File: config.mk
export PLATFORM = sky130hd
export DESIGN_NAME = vend_session_arbiter
export DESIGN_NICKNAME = d
export VERILOG_FILES = /design/src/rtl/vend_pkg.sv /design/src/rtl/vend_idle_timer.sv /design/src/rtl/vend_session_arbiter.sv
export SDC_FILE = /design/constraint.sdc
export NUM_CORES = 1
export LEC_CHECK = 0
export BUFFER_PORTS_ARGS = -buffer_cell sky130_fd_sc_hd__clkbuf_2
export CAP_MARGIN = 10
export CORE_MARGIN = 4
export CORE_UTILIZATION = 54
export DETAILED_ROUTE_END_ITERATION = 12
export PLACE_DENSITY = 0.83
export SYNTH_ARGS = -nofsm -noshare
export SYNTH_HDL_FRONTEND = slang
export SYNTH_SLANG_ARGS = --single-unit
File: constraint.sdc
create_clock -name clk -period 2.5 [get_ports clk]
set_input_delay 0.5 -clock clk [delete_from_list [all_inputs] [get_ports clk]]
set_output_delay 0.5 -clock clk [all_outputs]
set_load 0.01 [all_outputs]
File: src/rtl/vend_pkg.sv
// Shared types and constants for the vending session arbiter.
package vend_pkg;

  // Change value width returned by the vending core.
  localparam int COIN_W = 5;

  // Product codes carried on the panel select buses.
  localparam logic [1:0] PROD_NONE  = 2'd0;
  localparam logic [1:0] PROD_LEMON = 2'd1;
  localparam logic [1:0] PROD_SODA  = 2'd2;
  localparam logic [1:0] PROD_WATER = 2'd3;

  // Session state machine.
  typedef enum logic [1:0] {
    IDLE   = 2'd0,
    ACTIVE = 2'd1,
    CANCEL = 2'd2,
    DONE   = 2'd3
  } state_e;

endpackage

File: src/rtl/vend_idle_timer.sv
// Saturating inactivity counter; expired is high once the count reaches
// TIMEOUT_CYCLES-1.
module vend_idle_timer #(
  parameter int TIMEOUT_CYCLES = 64
) (
  input  logic clk,
  input  logic reset,
  input  logic clr,
  input  logic en,
  output logic expired
);

  localparam int CW = $clog2(TIMEOUT_CYCLES);
  localparam logic [CW-1:0] LAST = CW'(TIMEOUT_CYCLES - 1);

  logic [CW-1:0] r_count;

  // Count enabled cycles, clear on request, hold at the terminal value.
  always_ff @(posedge clk) begin
    if (reset) begin
      r_count <= '0;
    end else if (clr) begin
      r_count <= '0;
    end else if (en && (r_count != LAST)) begin
      r_count <= r_count + CW'(1);
    end
  end

  assign expired = (r_count == LAST);

endmodule

File: src/rtl/vend_session_arbiter.sv
// Shares one vending core between two panels: round-robin session grant,
// owner-only input forwarding, result return and inactivity cancel.
module vend_session_arbiter
  import vend_pkg::*;
#(
  parameter int TIMEOUT_CYCLES = 64
) (
  input  logic              clk,
  input  logic              reset,
  input  logic              p0_req,
  input  logic              p0_Fiverupee,
  input  logic              p0_Tenrupee,
  input  logic [1:0]        p0_sel,
  input  logic              p0_cancel,
  input  logic              p1_req,
  input  logic              p1_Fiverupee,
  input  logic              p1_Tenrupee,
  input  logic [1:0]        p1_sel,
  input  logic              p1_cancel,
  input  logic              give,
  input  logic [COIN_W-1:0] change,
  output logic              Fiverupee,
  output logic              Tenrupee,
  output logic              Lemonwater,
  output logic              Sodabottle,
  output logic              Waterbottle,
  output logic              cancel,
  output logic              p0_grant,
  output logic              p1_grant,
  output logic              p0_done,
  output logic              p1_done,
  output logic [COIN_W-1:0] p0_change,
  output logic [COIN_W-1:0] p1_change,
  output logic              p0_timeout,
  output logic              p1_timeout,
  output logic              err_spurious_give
);

  state_e r_state, w_state_next;
  logic   r_owner, w_owner_next;
  logic   r_last_owner, w_last_owner_next;

  logic r_five, r_ten, r_lemon, r_soda, r_water, r_cancel, r_err;
  logic w_five_next, w_ten_next, w_lemon_next, w_soda_next, w_water_next;
  logic w_cancel_next, w_err_next;
  logic [1:0] r_grant, w_grant_next;
  logic [1:0] r_done, w_done_next;
  logic [1:0] r_timeout, w_timeout_next;
  logic [1:0][COIN_W-1:0] r_change, w_change_next;

  logic       w_pick, w_timer_clr, w_timer_en, w_expired, w_fwd;
  logic       w_own_five, w_own_ten, w_own_cancel;
  logic [1:0] w_own_sel;

  // Tie goes to the panel that did not own the previous session.
  assign w_pick = (p0_req && p1_req) ? ~r_last_owner : p1_req;

  // Owner input mux; the other panel never reaches the core.
  assign w_own_five   = r_owner ? p1_Fiverupee : p0_Fiverupee;
  assign w_own_ten    = r_owner ? p1_Tenrupee  : p0_Tenrupee;
  assign w_own_sel    = r_owner ? p1_sel       : p0_sel;
  assign w_own_cancel = r_owner ? p1_cancel    : p0_cancel;

  assign w_timer_en = (r_state == ACTIVE);

  // A cancel that is not pre-empted by give swallows same-cycle coin/select.
  assign w_fwd = (r_state == ACTIVE) && !(w_own_cancel && !give);

  vend_idle_timer #(
    .TIMEOUT_CYCLES(TIMEOUT_CYCLES)
  ) u_idle_timer (
    .clk    (clk),
    .reset  (reset),
    .clr    (w_timer_clr),
    .en     (w_timer_en),
    .expired(w_expired)
  );

  // Next-state and next-output logic for the session FSM.
  always_comb begin
    w_state_next      = r_state;
    w_owner_next      = r_owner;
    w_last_owner_next = r_last_owner;
    w_five_next       = 1'b0;
    w_ten_next        = 1'b0;
    w_lemon_next      = 1'b0;
    w_soda_next       = 1'b0;
    w_water_next      = 1'b0;
    w_cancel_next     = 1'b0;
    w_grant_next      = 2'b00;
    w_done_next       = 2'b00;
    w_timeout_next    = 2'b00;
    w_change_next     = r_change;
    w_timer_clr       = 1'b0;
    w_err_next        = give && (r_state != ACTIVE);

    if (w_fwd) begin
      w_ten_next   = w_own_ten;
      w_five_next  = w_own_five && !w_own_ten;
      w_lemon_next = (w_own_sel == PROD_LEMON);
      w_soda_next  = (w_own_sel == PROD_SODA);
      w_water_next = (w_own_sel == PROD_WATER);
      w_timer_clr  = w_own_five || w_own_ten || (w_own_sel != PROD_NONE);
    end

    case (r_state)
      IDLE: begin
        if (p0_req || p1_req) begin
          w_state_next             = ACTIVE;
          w_owner_next             = w_pick;
          w_last_owner_next        = w_pick;
          w_timer_clr              = 1'b1;
          w_change_next[w_pick]    = '0;
        end
      end
      ACTIVE: begin
        if (give) begin
          w_state_next           = DONE;
          w_change_next[r_owner] = change;
        end else if (w_own_cancel) begin
          w_cancel_next = 1'b1;
          w_state_next  = CANCEL;
        end else if (w_expired) begin
          w_cancel_next           = 1'b1;
          w_timeout_next[r_owner] = 1'b1;
          w_state_next            = CANCEL;
        end
      end
      CANCEL: begin
        w_change_next[r_owner] = change;
        w_state_next           = DONE;
      end
      DONE: begin
        w_state_next = IDLE;
      end
      default: begin
        w_state_next = IDLE;
      end
    endcase

    w_grant_next[w_owner_next] = (w_state_next == ACTIVE) || (w_state_next == CANCEL);
    w_done_next[w_owner_next]  = (w_state_next == DONE);
  end

  // State, ownership and registered outputs.
  always_ff @(posedge clk) begin
    if (reset) begin
      r_state      <= IDLE;
      r_owner      <= 1'b0;
      r_last_owner <= 1'b1;
      r_five       <= 1'b0;
      r_ten        <= 1'b0;
      r_lemon      <= 1'b0;
      r_soda       <= 1'b0;
      r_water      <= 1'b0;
      r_cancel     <= 1'b0;
      r_err        <= 1'b0;
      r_grant      <= 2'b00;
      r_done       <= 2'b00;
      r_timeout    <= 2'b00;
      r_change     <= '0;
    end else begin
      r_state      <= w_state_next;
      r_owner      <= w_owner_next;
      r_last_owner <= w_last_owner_next;
      r_five       <= w_five_next;
      r_ten        <= w_ten_next;
      r_lemon      <= w_lemon_next;
      r_soda       <= w_soda_next;
      r_water      <= w_water_next;
      r_cancel     <= w_cancel_next;
      r_err        <= w_err_next;
      r_grant      <= w_grant_next;
      r_done       <= w_done_next;
      r_timeout    <= w_timeout_next;
      r_change     <= w_change_next;
    end
  end

  assign Fiverupee         = r_five;
  assign Tenrupee          = r_ten;
  assign Lemonwater        = r_lemon;
  assign Sodabottle        = r_soda;
  assign Waterbottle       = r_water;
  assign cancel            = r_cancel;
  assign p0_grant          = r_grant[0];
  assign p1_grant          = r_grant[1];
  assign p0_done           = r_done[0];
  assign p1_done           = r_done[1];
  assign p0_change         = r_change[0];
  assign p1_change         = r_change[1];
  assign p0_timeout        = r_timeout[0];
  assign p1_timeout        = r_timeout[1];
  assign err_spurious_give = r_err;

endmodule

==> impl_metrics.toml, run 1 <==
[synth]
synth_seq_cells = 33
yosysMostFrequentCell = "dfxtp_1"
synth_common_cells = "dfxtp_1, a21oi_1, nand2_1, o21ai_1, nor2_1"
ys_top_cells_by_area = "dfxtp_1, a21oi_1, ha_1"
syn-mean-instance-area_um2 = 8.85
synth.top_cell.area_share = 0.444
syn_inst = 168
yosysTopAreaCell = "dfxtp_1"
yosysSeqAreaShare = 0.444
synthesis.area_um2 = 1490
synth_edf_count = 0
yosysWarningCount = 0
ys.flop_type = "dfxtp_1"
ys_types = 39
ys_async_sr_fraction = 0
synth_nets = 194

[cells_and_area]
drive_above_1_share = 0.255
nNetsFinal = 237
fin_util = 0.693
area_growth_pct = 18.7
antennaDiodeCount = 0
fillers = 212

[grt]
grt_first_pass_wirelength_mm = 5.29
grt_max_degree = 22
grt_pass1_vias = 1279
antenna_found_initial = 0
grt_use_total = 0.192
overflow = 0

[sta]
rsz0062_at_grt = "false"
setup_viol = 0
finalHoldViolCount = 0
worstMarginPinSlew_ns = 0.488
fmax_ghz = 0.500
tns_ns = 0
max_slew_margin = 0.672
finalCriticalPeriod_ns = 2.00
final_max_slew_viol_count = 0
clock-skew-final_ns = 0.00602
post-route-period-util = 0.800

[clock_network]
path_clk_slew_ns = 0.10
cts_buffers = 5
clockBufferDepth = 2
clock_latency_ns = 0.33
htreeDepth = 2
clockRootBuffer = "clkbuf_4"
cts_sinks = 33
cts_post_setup_buffers_inserted = 0
cts_resized = 0
cts_tree = "built"
holdBufCountCts = 0

[critical_path]
cp.required_ns = 2.74
cpMostUsedCell = "o21ai_1"
cp_cell_sequence = "mux2i_1, o21ai_1, nor3_1, o21ai_1, ha_1, and2_1"
cp-start-kind = "flip-flop"
slowest_delay_ns = 0.63
r2r_end = "r_grant[1]$_SDFF_PP0_"
r2r_slack_ns = 0.50
critPathMaxFanout = 15
cp.arrival_ns = 2.24
worst_r2r_startpoint = "r_owner$_SDFF_PP0_"
crit_path_end_kind = "flip-flop"
slowest_stage = "dfxtp_1"
reg2regPathDepth = 6
critPathKind = "flip-flop to flip-flop"

[worst_hold_path]
hold_class = "input pin to flip-flop"
hold-path-endpoint = "p0_change[1]$_SDFFE_PP0P_"
min_path_cells = 3
hold_path.startpoint = "change[1]"

[floorplanning]
die_area_um2 = 3660
rows = 18
core_area_um2 = 2540
die_width_um = 60.5
ios = 43
initial_core_util = 0.584
die_y_um = 60.5

[placed_design]
post-dp-hpwl_mm = 2.46
place_congestion = 0.902
port_buffers = 42

[outcome]
status = "completed"

[power_and_ir_drop]
irDropWorstVdd_mv = 0.462
p_per_area_nw_per_um2 = 674
leakage_nw = 0.750

[detailed_routing]
vias = 1367
drt_iter0_drc = 74
wire_per_inst_um = 13.3
ant_nets = 0
drc = 0
wl_mm = 3.22
via_per_inst = 5.65
dr.pass1.iters = 6

[run]
maxCapViolCount = 0
[metrics by stage]
stage                     area (um^2)  hold slack [ns]  power [W]  setup slack (ns)  cells
after floorplan                  1490            0.453   0.000792             0.791    168
after global placement           1690            0.462   0.000851             0.626    234
after detailed placement         1690            0.472   0.000862             0.554    234
after CTS                        1760            0.377    0.00120             0.532    242
after global routing             1760            0.397    0.00127             0.300    242
final                            1760            0.395    0.00119             0.500    242
[worst max-delay path, delay by kind of cell, from the launching register on]
kind | cells | cell delay (ns)
DFF | 1 | 0.63
adders and majority gates | 1 | 0.28
AOI/OAI and AO/OA | 2 | 0.24
and+or+nand+nor | 2 | 0.38
muxes | 1 | 0.36
[how the worst max path moves through the flow]
stage | start | to | slack (ns) | cells past startpoint
CTS | r_state[0]$_SDFF_PP0_ | p0_change[1]$_SDFFE_PP0P_ | 0.53 | 6
global placement | r_owner$_SDFF_PP0_ | r_grant[0]$_SDFF_PP0_ | 0.63 | 6
global route | r_state[1]$_SDFF_PP0_ | p1_change[2]$_SDFFE_PP0P_ | 0.30 | 6
floorplan | r_state[0]$_SDFF_PP0_ | p0_change[0]$_SDFFE_PP0P_ | 0.79 | 8
finish | r_owner$_SDFF_PP0_ | r_grant[1]$_SDFF_PP0_ | 0.50 | 6
detailed placement | r_state[1]$_SDFF_PP0_ | p0_change[1]$_SDFFE_PP0P_ | 0.55 | 6
[sequential cells by signal, indices dropped and copies added, names as in the netlist, 2 cells and up]
signal and flops:
u_idle_timer.r_count 6, p0_change 5, p1_change 5, r_done 2, r_grant 2, r_state 2, r_timeout 2
[routing by layer]
| metal | track usage | vias up | part of all wire |
|---|---|---|---|
| met2 | 0.324 | 56 | 0.46 |
| met3 | 0.0681 | 9 | 0.091 |
| li1 | - | 675 | - |
| met4 | 0.0805 | 0 | 0.016 |
| met1 | 0.221 | 627 | 0.43 |
| met5 | 0 | - | 0 |
[cells in the final DEF, fill, tap and decap left out, types with 3 or more instances in the layout]
cell type  netlist  layout
nor2_1          12      12
a31oi_1          3       3
dfxtp_1         33      33
ha_1             6       6
a21oi_1         17      17
nand3_1          4       4
and2_1           4       4
nand2b_1         3       3
nand2_1         17      17
or2_1            4       4
inv_1            6       6
o21ai_1         14      14
nor3_1           3       3
clkbuf_4         0       5
nor3b_1          3       3
nor2b_1          3       3
clkbuf_2         0      42
nand4_1          3       3
a211oi_1         3       3
[area by class of cell]
class | count | area (um^2) | share of cell area
Clock buffer | 7 | 65.1 | 0.0369
Clock inverter | 1 | 5.00 | 0.00284
Inverter | 6 | 22.5 | 0.0128
Multi-Input combinational cell | 123 | 763 | 0.433
Sequential cell | 33 | 661 | 0.374
Tap cell | 30 | 37.5 | 0.0213
Timing Repair Buffer | 42 | 210 | 0.119
[report_power, final]
group / internal [W] / total [W] / switching, W
Sequential: 0.000561 / 0.000587 / 0.0000263
Clock: 0.000163 / 0.000336 / 0.000173
Combinational: 0.000108 / 0.000265 / 0.000157
[logic make-up after synthesis]
logic type	share of synthesized area
simple gates	0.244
compound gates	0.188
flops	0.444
buf+inv	0.0421
fa+ha+maj	0.0505
xor+xnor	0.0177
mux	0.0135
(Power assumes the default switching activity.)
==> run 2: changes to the inputs <==
--- a/config.mk
+++ b/config.mk
@@ -8,9 +8,9 @@
 export BUFFER_PORTS_ARGS = -buffer_cell sky130_fd_sc_hd__clkbuf_2
 export CAP_MARGIN = 10
 export CORE_MARGIN = 4
-export CORE_UTILIZATION = 54
+export CORE_UTILIZATION = 50
 export DETAILED_ROUTE_END_ITERATION = 12
-export PLACE_DENSITY = 0.83
+export PLACE_DENSITY = 0.77
 export SYNTH_ARGS = -nofsm -noshare
 export SYNTH_HDL_FRONTEND = slang
 export SYNTH_SLANG_ARGS = --single-unit
==> constraint.sdc (replaced) <==
create_clock -name clk -period 2.05 [get_ports clk]
set_input_delay 0.41 -clock clk [delete_from_list [all_inputs] [get_ports clk]]
set_output_delay 0.41 -clock clk [all_outputs]
set_load 0.01 [all_outputs]
==> run 2 against run 1 <==
Sequential power up 21%. Clock power up 3%. Via count down 2.7%. Wire length up 0.68%. Count of clock-buffer cells in the layout down 2. Die area up 6.9%. Sequential share of layout area down 0.19 points. Cell area up 0.50%. First-iteration DRC count down 27%. Global-route usage down 1.6 points. Power up 17%. Utilization down 6.1 points.
==> impl_metrics.toml, run 2 (synthesized netlist as in run 1, its figures left out) <==
[critical_path]
cp-start-kind = "flip-flop"
path_delay_family = "simple AND/OR/NAND/NOR gates"
slowest_stage = "or3_1"
cp.arrival_ns = 2.10
cp.required_ns = 2.27
critPathMaxFanout = 10
cp_cell_sequence = "inv_1, ha_1, nor3b_4, or3_1, o21ai_1, a21oi_1"
critPathKind = "flip-flop to flip-flop"
critPathBufInv = 1
slowest_delay_ns = 0.50
crit_path_end_kind = "flip-flop"

[clock_network]
cts_tree = "built"
cts_sinks = 33
clock_latency_ns = 0.34
cts_resized = 0
cts_buffers = 5
htreeDepth = 2
holdBufCountCts = 0
clockRootBuffer = "clkbuf_4"
path_clk_slew_ns = 0.10
clockBufferDepth = 2
cts_post_setup_buffers_inserted = 0

[power_and_ir_drop]
pwr-share-clk = 0.247
comb_power_share = 0.244
seqPwrFrac = 0.509
p_per_area_nw_per_um2 = 786
power_switching_share = 0.315
irDropWorstVdd_mv = 0.548
p_int_w = 0.000955
p_switching_w = 0.000439
leakage_nw = 0.755

[grt]
grt_first_pass_wirelength_mm = 5.48
grt_max_degree = 22
overflow = 0
grt_use_total = 0.176
grt_pass1_vias = 1318
antenna_found_initial = 0

[sta]
final_max_slew_viol_count = 0
max_slew_margin = 0.675
layout_setup_ws_ns = 0.161
clock-skew-final_ns = 0.00582
setup_viol = 0
post-route-period-util = 0.921
tns_ns = 0
finalHoldViolCount = 0
worstMarginPinSlew_ns = 0.485
finalCriticalPeriod_ns = 1.89
fmax_ghz = 0.529
rsz0062_at_grt = "false"

[cells_and_area]
regMostFlops = "u_idle_timer.r_count"
final_cell_mix = "clkbuf_2, dfxtp_1, nand2_1, a21oi_1, o21ai_1"
fin_cells = 246
drive_above_1_share = 0.265
mostFrequentLayoutCell = "clkbuf_2"
nNetsFinal = 240
antennaDiodeCount = 0
largest_register_ffs = 6
area_growth_pct = 19.3

[detailed_routing]
wire_per_inst_um = 13.2
wl_mm = 3.24
drt_iter0_drc = 54
via_per_inst = 5.41
drc = 0
ant_nets = 0
vias = 1330
dr.pass1.iters = 4

[outcome]
status = "completed"

[worst_hold_path]
hold_class = "input pin to flip-flop"

[floorplanning]
die_width_um = 62.5
die_area_um2 = 3910
die_y_um = 62.5
rows = 19
core_area_um2 = 2810
ios = 43
initial_core_util = 0.530

[placed_design]
placed_cells = 238
post-dp-hpwl_mm = 2.57
place_congestion = 0.776
pre_cts_ws_ns = 0.188
port_buffers = 42

[run]
maxCapViolCount = 0
## run 2: cell types whose count changed in the layout (fill, tap and decap cells not counted), sizes merged
cell,delta
clkbuf,-2
clkinvlp,+1
buf,+3
clkinv,+1
## run 2: path summary, 6_finish.rpt
path                        startpoint                        end  depth (start not counted)  slack [ns]
max reg2reg      r_state[1]$_SDFF_PP0_  p1_change[4]$_SDFFE_PP0P_                          6        0.16
min reg2reg  p1_change[1]$_SDFFE_PP0P_  p1_change[1]$_SDFFE_PP0P_                          2        0.49
min                          change[0]  p0_change[0]$_SDFFE_PP0P_                          3        0.31
max              r_state[1]$_SDFF_PP0_  p1_change[4]$_SDFFE_PP0P_                          6        0.16
## run 2: worst register-to-register path: stages (launching register included)
cell and delay (ns):
dfxtp_1 0.42, inv_1 0.09, ha_1 0.28, nor3b_4 0.21
or3_1 0.50, o21ai_1 0.19, a21oi_1 0.08
## run 2: stage by stage
| step | util | power, W | cell area [um^2] | hold slack (ns) |
|---|---|---|---|---|
| 5_1_grt | 0.632 | 0.00148 | 1770 | 0.297 |
| 4_1_cts | 0.632 | 0.00141 | 1770 | 0.294 |
| 2_1_floorplan | - | 0.000966 | 1490 | 0.453 |
| 3_5_place_dp | 0.612 | 0.00106 | 1720 | 0.477 |
| 6_report | 0.632 | 0.00139 | 1770 | 0.306 |
| 3_3_place_gp | 0.612 | 0.00105 | 1720 | 0.465 |
## run 2: cell type report
type / instances / area (um^2)
Clock buffer: 5 / 37.5
Clock inverter: 3 / 17.5
Fill cell: 271 / 1030
Inverter: 6 / 22.5
Multi-Input combinational cell: 123 / 763
Sequential cell: 33 / 661
Tap cell: 31 / 38.8
Timing Repair Buffer: 45 / 233
## run 2: layer usage
layer	global-route usage	up-vias	part of all wire
met5	0	-	0
met4	0.0606	0	0.014
met3	0.0683	5	0.053
met2	0.334	32	0.54
met1	0.171	611	0.39
li1	-	682	-
## run 2: power groups by stage
stage | logic (W) | clock network (W) | registers (W)
floorplan | 0.000230 | 0 | 0.000736
detailed placement | 0.000341 | 0 | 0.000724
global placement | 0.000329 | 0 | 0.000720
global route | 0.000382 | 0.000386 | 0.000716
CTS | 0.000343 | 0.000354 | 0.000710
finish | 0.000340 | 0.000345 | 0.000710
==> run 3: changes to the inputs <==
--- a/config.mk
+++ b/config.mk
@@ -11,6 +11,7 @@
 export CORE_UTILIZATION = 50
 export DETAILED_ROUTE_END_ITERATION = 12
 export PLACE_DENSITY = 0.77
+export RECOVER_POWER = 100
 export SYNTH_ARGS = -nofsm -noshare
 export SYNTH_HDL_FRONTEND = slang
 export SYNTH_SLANG_ARGS = --single-unit
==> run 3 against run 2 <==
Utilization is 1.2 points lower. First-iteration DRC count is 15% higher. Sequential power hardly changed. Largest cell class unchanged.
==> impl_metrics.toml, run 3 (synthesized netlist as in run 1, its figures left out) <==
[sta]
setup_viol = 0
finalCriticalPeriod_ns = 1.90
tns_ns = 0
finalHoldViolCount = 0
clock-skew-final_ns = 0.00582
max_slew_margin = 0.671
final_max_slew_viol_count = 0
worstMarginPinSlew_ns = 0.490
post-route-period-util = 0.926
fmax_ghz = 0.527
rsz0062_at_grt = "false"

[cells_and_area]
fillers = 285
multi_input_area_um2 = 763
fin_area_um2 = 1740
fin_cells = 246
largest_register_ffs = 6
antennaDiodeCount = 0
nNetsFinal = 240
fin_util = 0.620
drive_above_1_share = 0.153
mostFrequentLayoutCell = "dfxtp_1"
seq_area_um2 = 661
area_growth_pct = 17.1
final_cell_mix = "dfxtp_1, clkbuf_1, clkbuf_2, nand2_1, a21oi_1"
regMostFlops = "u_idle_timer.r_count"

[floorplanning]
die_width_um = 62.5
rows = 19
die_area_um2 = 3910
initial_core_util = 0.530
die_y_um = 62.5
core_area_um2 = 2810
ios = 43

[grt]
grt_use_total = 0.176
overflow = 0
use_met2 = 0.334
grtUsageMet3 = 0.0683
grt_max_degree = 22
grt_first_pass_wirelength_mm = 5.48
busiest_layer = "met2"
antenna_found_initial = 0
grtUsageMet1 = 0.171
grt_pass1_vias = 1318

[detailed_routing]
ant_nets = 0
dr.pass1.iters = 4
drc = 0
via_per_inst = 5.47
wire_per_inst_um = 13.2
wl_mm = 3.24
vias = 1345
drt_iter0_drc = 62

[worst_hold_path]
hold_path.startpoint = "change[0]"
hold_class = "input pin to flip-flop"
min_path_cells = 3
hold-path-endpoint = "p0_change[0]$_SDFFE_PP0P_"

[clock_network]
path_clk_slew_ns = 0.10
cts_buffers = 5
cts_sinks = 33
clock_latency_ns = 0.33
holdBufCountCts = 0
clockBufferDepth = 2
cts_tree = "built"
cts_resized = 0
htreeDepth = 2
clockRootBuffer = "clkbuf_4"
cts_post_setup_buffers_inserted = 0

[power_and_ir_drop]
leakage_nw = 0.672
p_per_area_nw_per_um2 = 792
irDropWorstVdd_mv = 0.547
power_w = 0.00138

[critical_path]
crit_path_end_kind = "flip-flop"
cp.arrival_ns = 2.12
worst_r2r_startpoint = "r_state[0]$_SDFF_PP0_"
cp-start-kind = "flip-flop"
r2r_slack_ns = 0.15
critPathKind = "flip-flop to flip-flop"
critPathMaxFanout = 10
r2r_end = "p0_change[0]$_SDFFE_PP0P_"
reg2regPathDepth = 6
cp.required_ns = 2.27
startpoint = "r_state[0]$_SDFF_PP0_"

[placed_design]
place_congestion = 0.776
post-dp-hpwl_mm = 2.57
placed_cells = 238
port_buffers = 42
placed_area_um2 = 1720

[outcome]
status = "completed"

[run]
maxCapViolCount = 0
run 3: cell count changes in the layout (fill, tap and decap cells not counted):
cell and change:
o21ai_1 -9, and2_1 -1, or2_1 -2, buf_4 -1, o21ai_0 +9, and2_0 +1
or2_0 +2, clkbuf_1 +24, clkbuf_2 -23
run 3: worst max path at each step:
| stage | endpoint | slack, ns | cells past startpoint |
|---|---|---|---|
| 2_1_floorplan | p0_change[0]$_SDFFE_PP0P_ | 0.34 | 8 |
| 3_3_place_gp | p0_change[4]$_SDFFE_PP0P_ | 0.27 | 6 |
| 3_5_place_dp | p0_change[3]$_SDFFE_PP0P_ | 0.19 | 6 |
| 4_1_cts | p1_change[4]$_SDFFE_PP0P_ | 0.16 | 6 |
| 5_1_grt | p0_change[1]$_SDFFE_PP0P_ | 0.02 | 6 |
| 6_report | p0_change[0]$_SDFFE_PP0P_ | 0.15 | 6 |
run 3: cell type report:
class	count	area share
timing repair buffer	45	0.115
clock buffer	5	0.0216
multi-input combinational	123	0.439
sequential	33	0.380
tap	31	0.0223
clock inverter	3	0.0101
inverter	6	0.0129
run 3: per-layer routing:
layer | share of wire | up-vias | routed length [um]
met2 | 0.54 | 37 | 1750
met4 | 0.014 | 0 | 44
li1 | - | 684 | -
met5 | 0 | - | 0
met3 | 0.066 | 5 | 214
met1 | 0.38 | 619 | 1230
run 3: critical path: stages (launching register included):
cell     delay [ns]
dfxtp_1        0.39
inv_1          0.10
ha_1           0.30
nor3b_4        0.21
or3_1          0.48
o21ai_0        0.21
a21oi_1        0.09
run 3: report_power, final:
| part | switching, W | internal (W) | total (W) |
|---|---|---|---|
| Clock | 0.000216 | 0.000129 | 0.000345 |
| Sequential | 0.0000245 | 0.000685 | 0.000709 |
| Combinational | 0.000195 | 0.000129 | 0.000324 |
run 3: metrics by stage:
| stage | setup WS [ns] | hold WS (ns) |
|---|---|---|
| global route | 0.0159 | 0.297 |
| global placement | 0.266 | 0.465 |
| CTS | 0.159 | 0.294 |
| floorplan | 0.341 | 0.453 |
| detailed placement | 0.188 | 0.477 |
| finish | 0.152 | 0.307 |
